**src/rtl/chess_timer_core.sv**
```systemverilog
// Multi-player chess-clock timing core.
// One BCD mm:ss countdown per player; the active player counts down on each CE tick.
// MOVE adds a Fischer increment to the active player and passes the turn round-robin.
// A player that reaches 00:00 latches its flag bit and freezes the core until reload or reset.
module chess_timer_core #(
  parameter int unsigned PLAYERS     = 2,
  parameter int unsigned ACT_W       = 1,
  parameter logic [7:0]  DEFAULT_MIN = 8'h05,
  parameter int unsigned INC_SEC     = 0
) (
  input  logic                   CLK,
  input  logic                   CLR,
  input  logic                   CE,
  input  logic                   MOVE,
  input  logic                   STOP,
  input  logic                   Set_Impulse,
  input  logic [7:0]             SET_MIN,
  input  logic [7:0]             SET_SEC,
  output logic [ACT_W-1:0]       active,
  output logic                   running,
  output logic [PLAYERS-1:0]     flag,
  output logic [16*PLAYERS-1:0]  time_bus
);

  typedef enum logic [1:0] {StIdle, StRun, StPause, StFlag} state_e;

  state_e                 state_q, state_d;
  logic [15:0]            time_q [PLAYERS];
  logic [15:0]            time_d [PLAYERS];
  logic [ACT_W-1:0]       active_q, active_d;
  logic [PLAYERS-1:0]     flag_q, flag_d;
  logic                   running_q, running_d;

  logic                   preset_valid;
  logic                   load_ok;
  logic [15:0]            cur_time;
  logic [15:0]            dec_time;
  logic [15:0]            inc_time;
  logic                   hit_zero;
  logic [ACT_W-1:0]       next_act;

  // One-second BCD countdown; 00:00 is held so a stray tick cannot wrap to 99:59.
  function automatic logic [15:0] bcd_dec(input logic [15:0] t);
    logic [3:0] mt, mu, st, su;
    {mt, mu, st, su} = t;
    if (t != 16'h0000) begin
      if (su != 4'd0) begin
        su = su - 4'd1;
      end else begin
        su = 4'd9;
        if (st != 4'd0) begin
          st = st - 4'd1;
        end else begin
          st = 4'd5;
          if (mu != 4'd0) begin
            mu = mu - 4'd1;
          end else begin
            mu = 4'd9;
            mt = mt - 4'd1;
          end
        end
      end
    end
    return {mt, mu, st, su};
  endfunction

  // Add the Fischer increment to seconds, carry into BCD minutes, saturate at 99:59.
  function automatic logic [15:0] bcd_inc(input logic [15:0] t);
    logic [3:0] mt, mu, st, su;
    logic [6:0] s;
    logic       carry;
    {mt, mu, st, su} = t;
    s     = ({3'b000, st} * 7'd10) + {3'b000, su} + 7'(INC_SEC);
    carry = 1'b0;
    if (s >= 7'd60) begin
      s     = s - 7'd60;
      carry = 1'b1;
    end
    if (carry) begin
      if ({mt, mu} == 8'h99) begin
        return 16'h9959;
      end
      if (mu == 4'd9) begin
        mu = 4'd0;
        mt = mt + 4'd1;
      end else begin
        mu = mu + 4'd1;
      end
    end
    st = 4'(s / 7'd10);
    su = 4'(s % 7'd10);
    return {mt, mu, st, su};
  endfunction

  // A preset is usable only if every digit is decimal, seconds <= 59 and it is not 00:00.
  always_comb begin
    preset_valid = (SET_MIN[7:4] <= 4'd9) && (SET_MIN[3:0] <= 4'd9) &&
                   (SET_SEC[7:4] <= 4'd5) && (SET_SEC[3:0] <= 4'd9) &&
                   ({SET_MIN, SET_SEC} != 16'h0000);
    load_ok      = Set_Impulse && preset_valid && (state_q != StRun);
  end

  // Active player's time and its decremented/incremented versions.
  always_comb begin
    cur_time = 16'h0000;
    for (int i = 0; i < int'(PLAYERS); i++) begin
      if (ACT_W'(i) == active_q) begin
        cur_time = time_q[i];
      end
    end
    dec_time = CE ? bcd_dec(cur_time) : cur_time;
    hit_zero = CE && (dec_time == 16'h0000);
    inc_time = MOVE ? bcd_inc(dec_time) : dec_time;
    next_act = (active_q == ACT_W'(PLAYERS - 1)) ? '0 : active_q + ACT_W'(1);
  end

  // Next-state logic for the turn FSM and the per-player clocks.
  always_comb begin
    state_d  = state_q;
    active_d = active_q;
    flag_d   = flag_q;
    time_d   = time_q;

    unique case (state_q)
      StIdle: begin
        if (load_ok) begin
          state_d = StIdle;
        end else if (MOVE && !STOP) begin
          state_d = StRun;
        end
      end
      StRun: begin
        if (STOP) begin
          state_d = StPause;
        end else if (hit_zero) begin
          // Flag wins over a same-edge MOVE: no increment, turn stays put.
          state_d = StFlag;
          for (int i = 0; i < int'(PLAYERS); i++) begin
            if (ACT_W'(i) == active_q) begin
              time_d[i] = dec_time;
              flag_d[i] = 1'b1;
            end
          end
        end else begin
          for (int i = 0; i < int'(PLAYERS); i++) begin
            if (ACT_W'(i) == active_q) begin
              time_d[i] = inc_time;
            end
          end
          if (MOVE) begin
            active_d = next_act;
          end
        end
      end
      StPause: begin
        if (!load_ok && !STOP) begin
          state_d = StRun;
        end
      end
      StFlag: begin
        state_d = StFlag;
      end
      default: begin
        state_d = StIdle;
      end
    endcase

    // Preset load overrides any other transition out of IDLE/PAUSE/FLAG.
    if (load_ok) begin
      state_d  = StIdle;
      active_d = '0;
      flag_d   = '0;
      for (int i = 0; i < int'(PLAYERS); i++) begin
        time_d[i] = {SET_MIN, SET_SEC};
      end
    end

    running_d = (state_d == StRun);
  end

  // State registers with synchronous reset.
  always_ff @(posedge CLK) begin
    if (CLR) begin
      state_q   <= StIdle;
      active_q  <= '0;
      flag_q    <= '0;
      running_q <= 1'b0;
      for (int i = 0; i < int'(PLAYERS); i++) begin
        time_q[i] <= {DEFAULT_MIN, 8'h00};
      end
    end else begin
      state_q   <= state_d;
      active_q  <= active_d;
      flag_q    <= flag_d;
      running_q <= running_d;
      for (int i = 0; i < int'(PLAYERS); i++) begin
        time_q[i] <= time_d[i];
      end
    end
  end

  for (genvar g = 0; g < int'(PLAYERS); g++) begin : g_bus
    assign time_bus[16*g +: 16] = time_q[g];
  end

  assign active  = active_q;
  assign running = running_q;
  assign flag    = flag_q;

endmodule
```
**config.mk**
```make
export PLATFORM = sky130hd
export DESIGN_NAME = chess_timer_core
export DESIGN_NICKNAME = d
export VERILOG_FILES = /design/src/rtl/chess_timer_core.sv
export SDC_FILE = /design/constraint.sdc
export NUM_CORES = 1
export LEC_CHECK = 0
export CAP_MARGIN = 20
export CORE_MARGIN = 10
export CORE_UTILIZATION = 56
export CTS_CLUSTER_SIZE = 12
export DETAILED_ROUTE_END_ITERATION = 6
export GPL_ROUTABILITY_DRIVEN = 0
export HOLD_SLACK_MARGIN = 0.03
export PLACE_DENSITY = 0.82
export SYNTH_ARGS = -nofsm -noshare
export SYNTH_HDL_FRONTEND = slang
export SYNTH_SLANG_ARGS = --single-unit
export TNS_END_PERCENT = 1
```
**constraint.sdc**
```tcl
create_clock -name CLK -period 9 [get_ports CLK]
set_input_delay 1.8 -clock CLK [delete_from_list [all_inputs] [get_ports CLK]]
set_output_delay 1.8 -clock CLK [all_outputs]
set_load 0.005 [all_outputs]
```
After elaboration in Yosys (flattened, before gate mapping)
Cells that the tools add are included.
Word-level totals
  register bits after elaboration: 38
  bits of input ports: 22
Operators by class
  add/subtract/negate cells: 9
  $mul: 1
  divide/modulo/power cells: 2
  magnitude comparators: 5
  equality and inequality tests: 9
  multiplexer cells: 46
  bitwise operators: 3
  reductions and logical operators: 26
Operator list (number)
  $mux W16: 10
  $mux W32: 4
  $mux W4: 19
  $reduce_bool A16 Y1: 2
  $logic_not A16 Y1: 1
  $sub A4 B1 Y4 const B: 4
  $le A4 B4 Y1 const B: 3
  $reduce_and A4 Y1: 3
  $reduce_bool A4 Y1: 3
  $mux W2: 5
  $logic_and A1 B1 Y1: 9
  $add A4 B1 Y4 const B: 2
  $eq A8 B8 Y1 const B: 1
  $pmux W2 S4: 1
  $add A7 B4 Y7: 1
  $div A7 B4 Y7 const B: 1
  $ge A7 B6 Y1 const B: 1
  $mod A7 B4 Y7 const B: 1
  $mux W7: 1
  $sub A7 B6 Y7 const B: 1
  $mul A4 B3 Y6 const B: 1
  $mux W1: 6
  $ne A2 B1 Y1 const B: 3
  $reduce_and A3 Y1: 2
  other kinds (10): 16

Depth between registers and ports, before layout
  depth in word-level cells: 21
  mapped depth: 29

Worst setup path after synthesis
No wires, ideal clock.
  path kind: reg-to-reg
  start: register active_q (netlist: active)
  end: register time_q (netlist bit time_bus[18])
  setup time: 0.079 ns
  data arrival time: 6.578 ns
  data required time: 8.921 ns
  path slack: 2.343 ns
  cell stages (with the launch flop): 27
  path buffers: 4
  period minus slack after synthesis: 6.657 ns
  cell sequence: dfxtp_1 -> buf_6 -> buf_6 -> buf_6 -> clkbuf_1 -> mux2i_1 -> ha_1 -> o2111ai_2 -> nor4_4 -> nor2_1 -> o21ai_0 -> ha_1 -> ha_1 -> inv_1 -> fa_1 -> nor4_1 -> xor2_1 -> a21oi_2 -> or3_2 -> o211a_4 -> nor4b_2 -> a211oi_2 -> ha_1 -> nor2b_1 -> a221oi_2 -> nand3_1 -> o211ai_1
Between the ends
  cells in the longest elaborated chain, start to end: 19
Ends and longest elaborated chain
  from (decl): RTL line 30  | logic [ACT_W-1:0] active_q, active_d;
  from (signal assigned): RTL line 193  | active_q <= active_d;
  branches (longest 19 deep; another with $add A7 B4 Y7)
  to (signal, indexed assignment): RTL line 189  | time_q[i] <= {DEFAULT_MIN, 8'h00};
  to (signal, indexed assignment): RTL line 197  | time_q[i] <= time_d[i];
  to (decl): RTL line 28  | logic [15:0] time_q [PLAYERS];
Parallel ways; which one is timed is not known. The select of a mux whose other input is x is not followed.
A chain may end at the register's enable or synchronous reset.

Final worst setup path
  start: input port CE
  end: register time_q (netlist bit time_bus[2])
Between the ends
  cells in the longest elaborated chain, start to end: 13
Ends and longest elaborated chain
  from (decl): RTL line 13  | input logic CE,
  $mux W16: RTL line 111  | dec_time = CE ? bcd_dec(cur_time) : cur_time;
  $mul A4 B3 Y6 or $eq A8 B8 Y1 (tied branches): RTL line 73, 80
  $add A7 B4 Y7 or $mux W1 (tied branches): RTL line 73, 80
  $sub A7 B6 Y7 (tied with other cells): RTL line 76  | s = s - 7'd60;
  $mux W7 (tied with other cells): RTL line 75  | if (s >= 7'd60) begin
  $mod A7 B4 Y7 or $mux W1 (tied branches): RTL line 91, 79
  $mux W16: RTL line 90  | st = 4'(s / 7'd10);
  $mux W16: RTL line 113  | inc_time = MOVE ? bcd_inc(dec_time) : dec_time;
  $mux W16: RTL line 146  | if (ACT_W'(i) == active_q) begin
  $mux W32 (*): RTL line 135  | end else if (hit_zero) begin
  $mux W32 (*): RTL line 133  | if (STOP) begin
  $mux W32 (*): RTL line 124  | unique case (state_q)
  $mux W32 (*): RTL line 169  | if (load_ok) begin
Mark *: on every way between the ends. The rest lies on a longest branch, timed or not. The select of a mux whose other input is x is not followed.

==> out/results.ini <==
[run_status]
status = finished clean

[die]
io_pins = 58
core_area_sq_mm = 0.00672
start_util = 0.570
row_count = 30
die-height_microns = 103
die_area_sq_mm = 0.0105
die_x_microns = 103

[yosys]
ys_seq_elements = 38
synth_cell_types = 81
ys_seq_area_frac = 0.199
synth.avg_cell_area_sq_um = 7.45
syn_nets = 552
syn-cell-area_sq_mm = 0.00383
netlist_instances = 514
ys_warn_count = 0
synth-edff-count = 0
synthFlopType = dfxtp_1
synthArstFlopShare = 0

[clocking]
cts-buffers-inserted = 5
cts.path.max_buffers = 2
post_cts_buffers = 0
ctsResizeCount = 0
cts_tree = yes
clk_pin_slew_ps = 80
ctsHoldBuffers = 0
cts.sinks = 38
insertion_delay_ps = 300
htreeDepth = 2
root_buffer = clkbuf_8

[pwr]
power_density_mw_per_mm2 = 173
total_leakage_power_nw = 1.61
vdd_drop_max_mv = 0.179
power_frac_comb = 0.604
p_switching_w = 0.000366
clkPwrFrac = 0.165
p_sw_frac = 0.468
p_seq_frac = 0.231
p_int_w = 0.000416
design_power_total_w = 0.000782

[placed_design]
pre_cts_slack_ps = 848
placed_cells = 632
hpwl_microns = 9780
port_buffers = 57

[job]
cap_violations = 0

[drt]
routed_wl_microns = 12800
final_antenna_net_count = 0
drtIter0Drc = 508
drc = 0
first_pass_iters = 5
routed_via_density = 6.81
wl_per_cell_microns = 19.9
via_count = 4365

[finish]
area_delta_synth_final_pct = 17.9
stdcell_count = 641
fill_cells = 594
drive_above_1_share = 0.0873
num_antenna_cells = 0
layout_common_cells = nor2_1, clkdlybuf4s50_1, nand2_1, a21oi_1, dfxtp_1
layout.nets = 598
final_common_cell = nor2_1

[worst_setup_path]
crit_type = input pin to flip-flop
startpoint = CE
worstSetupStartpointType = input pin
timing.rr.start = active
crit_buf_inv = 3
critical_path_required_ps = 9230
slowest_delay_ps = 710
crit_arrival_ps = 8140
setup.worst_path.end_class = flip-flop
path_max_fanout = 11
slowest_stage = a31oi_1
reg2reg_depth = 23
worstPathCellList = clkdlybuf4s50_1, and4bb_2, o211ai_2, nor2_1, o21ai_0, ha_1, ha_1, inv_1, fa_1, nor4_1, xor2_1, nand3_1, a31oi_1, nand3_1, a32oi_1, a211oi_2, ha_1, inv_1, a21oi_1, o311ai_1, nand3_1, o211ai_1
reg2reg_to = time_bus[2]
cp_top_family = compound AO/OA/AOI/OAI gates
rrSetupSlack_ps = 1100

[hold_path]
hold_path.class = flip-flop to flip-flop
holdPathStages = 2
hp-start = flag[1]
whs_endpoint = flag[1]

[timing]
worst_pin_slew_ps = 1030
setup-tns-final_ps = 0
period_minus_slack_ps = 7910
rsz0062_at_grt = no
hold_slack_ps = 498
clock.fmax_mhz = 126
finalHoldViolCount = 0
timing.clock.skew_ps = 7.79
fin_crit_sh = 0.878
setup_viol = 0
slew_violations = 0
slew_headroom = 0.312
layout_setup_ws_ps = 1090

[global_routing]
antenna_found_initial = 0
track_usage = 0.236
grt_pass1_wl_microns = 20000
overflow = 0
first_global_vias = 4093
grt_max_degree = 40

==> cells in the mapped netlist (all sizes together) (14+ instances only) <==
master	instances	area (sq um)
nor3	17	90.1
nand3	21	105
mux2i	16	176
ha	14	175
nor2	65	246
dfxtp	38	761
a21oi	43	219
o21ai	22	110
clkbuf	14	52.6
a211oi	20	155
nand2	55	206
inv	18	67.6
nor4	14	115
==> per-layer routing <==
metal  routed length (microns)  share of wire  GRT usage  vias up
met5                         0              0          0        -
met4                       258          0.020     0.0672        0
met3                      1540           0.12     0.0630       31
met2                      5760           0.45      0.373      267
met1                      5210           0.41      0.306     2041
li1                          -              -          -     2026
==> registers in the layout, indices dropped and copies added, names as in the netlist <==
signal    cells
running       1
state_q       2
time_bus     32
flag          2
active        1
==> worst max-delay path by stage <==
stage | to | cells after the start
global route | time_bus[2] | 23
global placement | time_bus[2] | 21
floorplan | time_bus[18] | 26
CTS | time_bus[2] | 22
detailed placement | time_bus[2] | 22
finish | time_bus[2] | 22
==> area by class of cell <==
cell class / count / area (sq um) / share of cell area
clock buffer: 6 / 82.6 / 0.0183
clock inverter: 2 / 12.5 / 0.00277
inverter: 18 / 67.6 / 0.0150
multi-input combinational: 438 / 2900 / 0.642
sequential: 38 / 762 / 0.169
tap: 80 / 100 / 0.0222
timing repair buffer: 59 / 589 / 0.131
==> worst reg2reg max path: stages (launching register included) <==
cell       delay [ps]
dfxtp_2           970
mux2i_1           470
ha_1              300
o2111ai_2         280
nor4_4            500
nor2_1            220
o21ai_0           570
ha_1              360
ha_1              200
inv_1              60
fa_1              460
nor4_1            500
xor2_1            360
nand3_1           210
a31oi_1           710
nand3_1           150
a32oi_1           360
a211oi_2          150
ha_1              230
inv_1             130
a21oi_1            70
o311ai_1          330
nand3_1           130
o211ai_1          110
==> power groups by stage <==
| stage | Clock, W | Combinational (W) | Sequential, W |
|---|---|---|---|
| 2_1_floorplan | 0 | 0.000353 | 0.000182 |
| 3_3_place_gp | 0 | 0.000443 | 0.000184 |
| 3_5_place_dp | 0 | 0.000457 | 0.000184 |
| 4_1_cts | 0.000128 | 0.000460 | 0.000180 |
| 5_1_grt | 0.000138 | 0.000519 | 0.000181 |
| 6_report | 0.000129 | 0.000472 | 0.000181 |
==> stage by stage <==
step           area [sq um]   util
2_1_floorplan          3830      -
3_3_place_gp           4410  0.656
3_5_place_dp           4410  0.656
4_1_cts                4500  0.670
5_1_grt                4510  0.672
6_report               4510  0.672
==> cell families after synthesis <==
group,after synthesis,synth area share
compound gates,160,0.294
mux,23,0.0667
fa+ha+maj,16,0.0562
buf+inv,38,0.0441
simple gates,223,0.304
xor+xnor,16,0.0366
flops,38,0.199
Note: power is estimated with default switching activity, not from simulation.
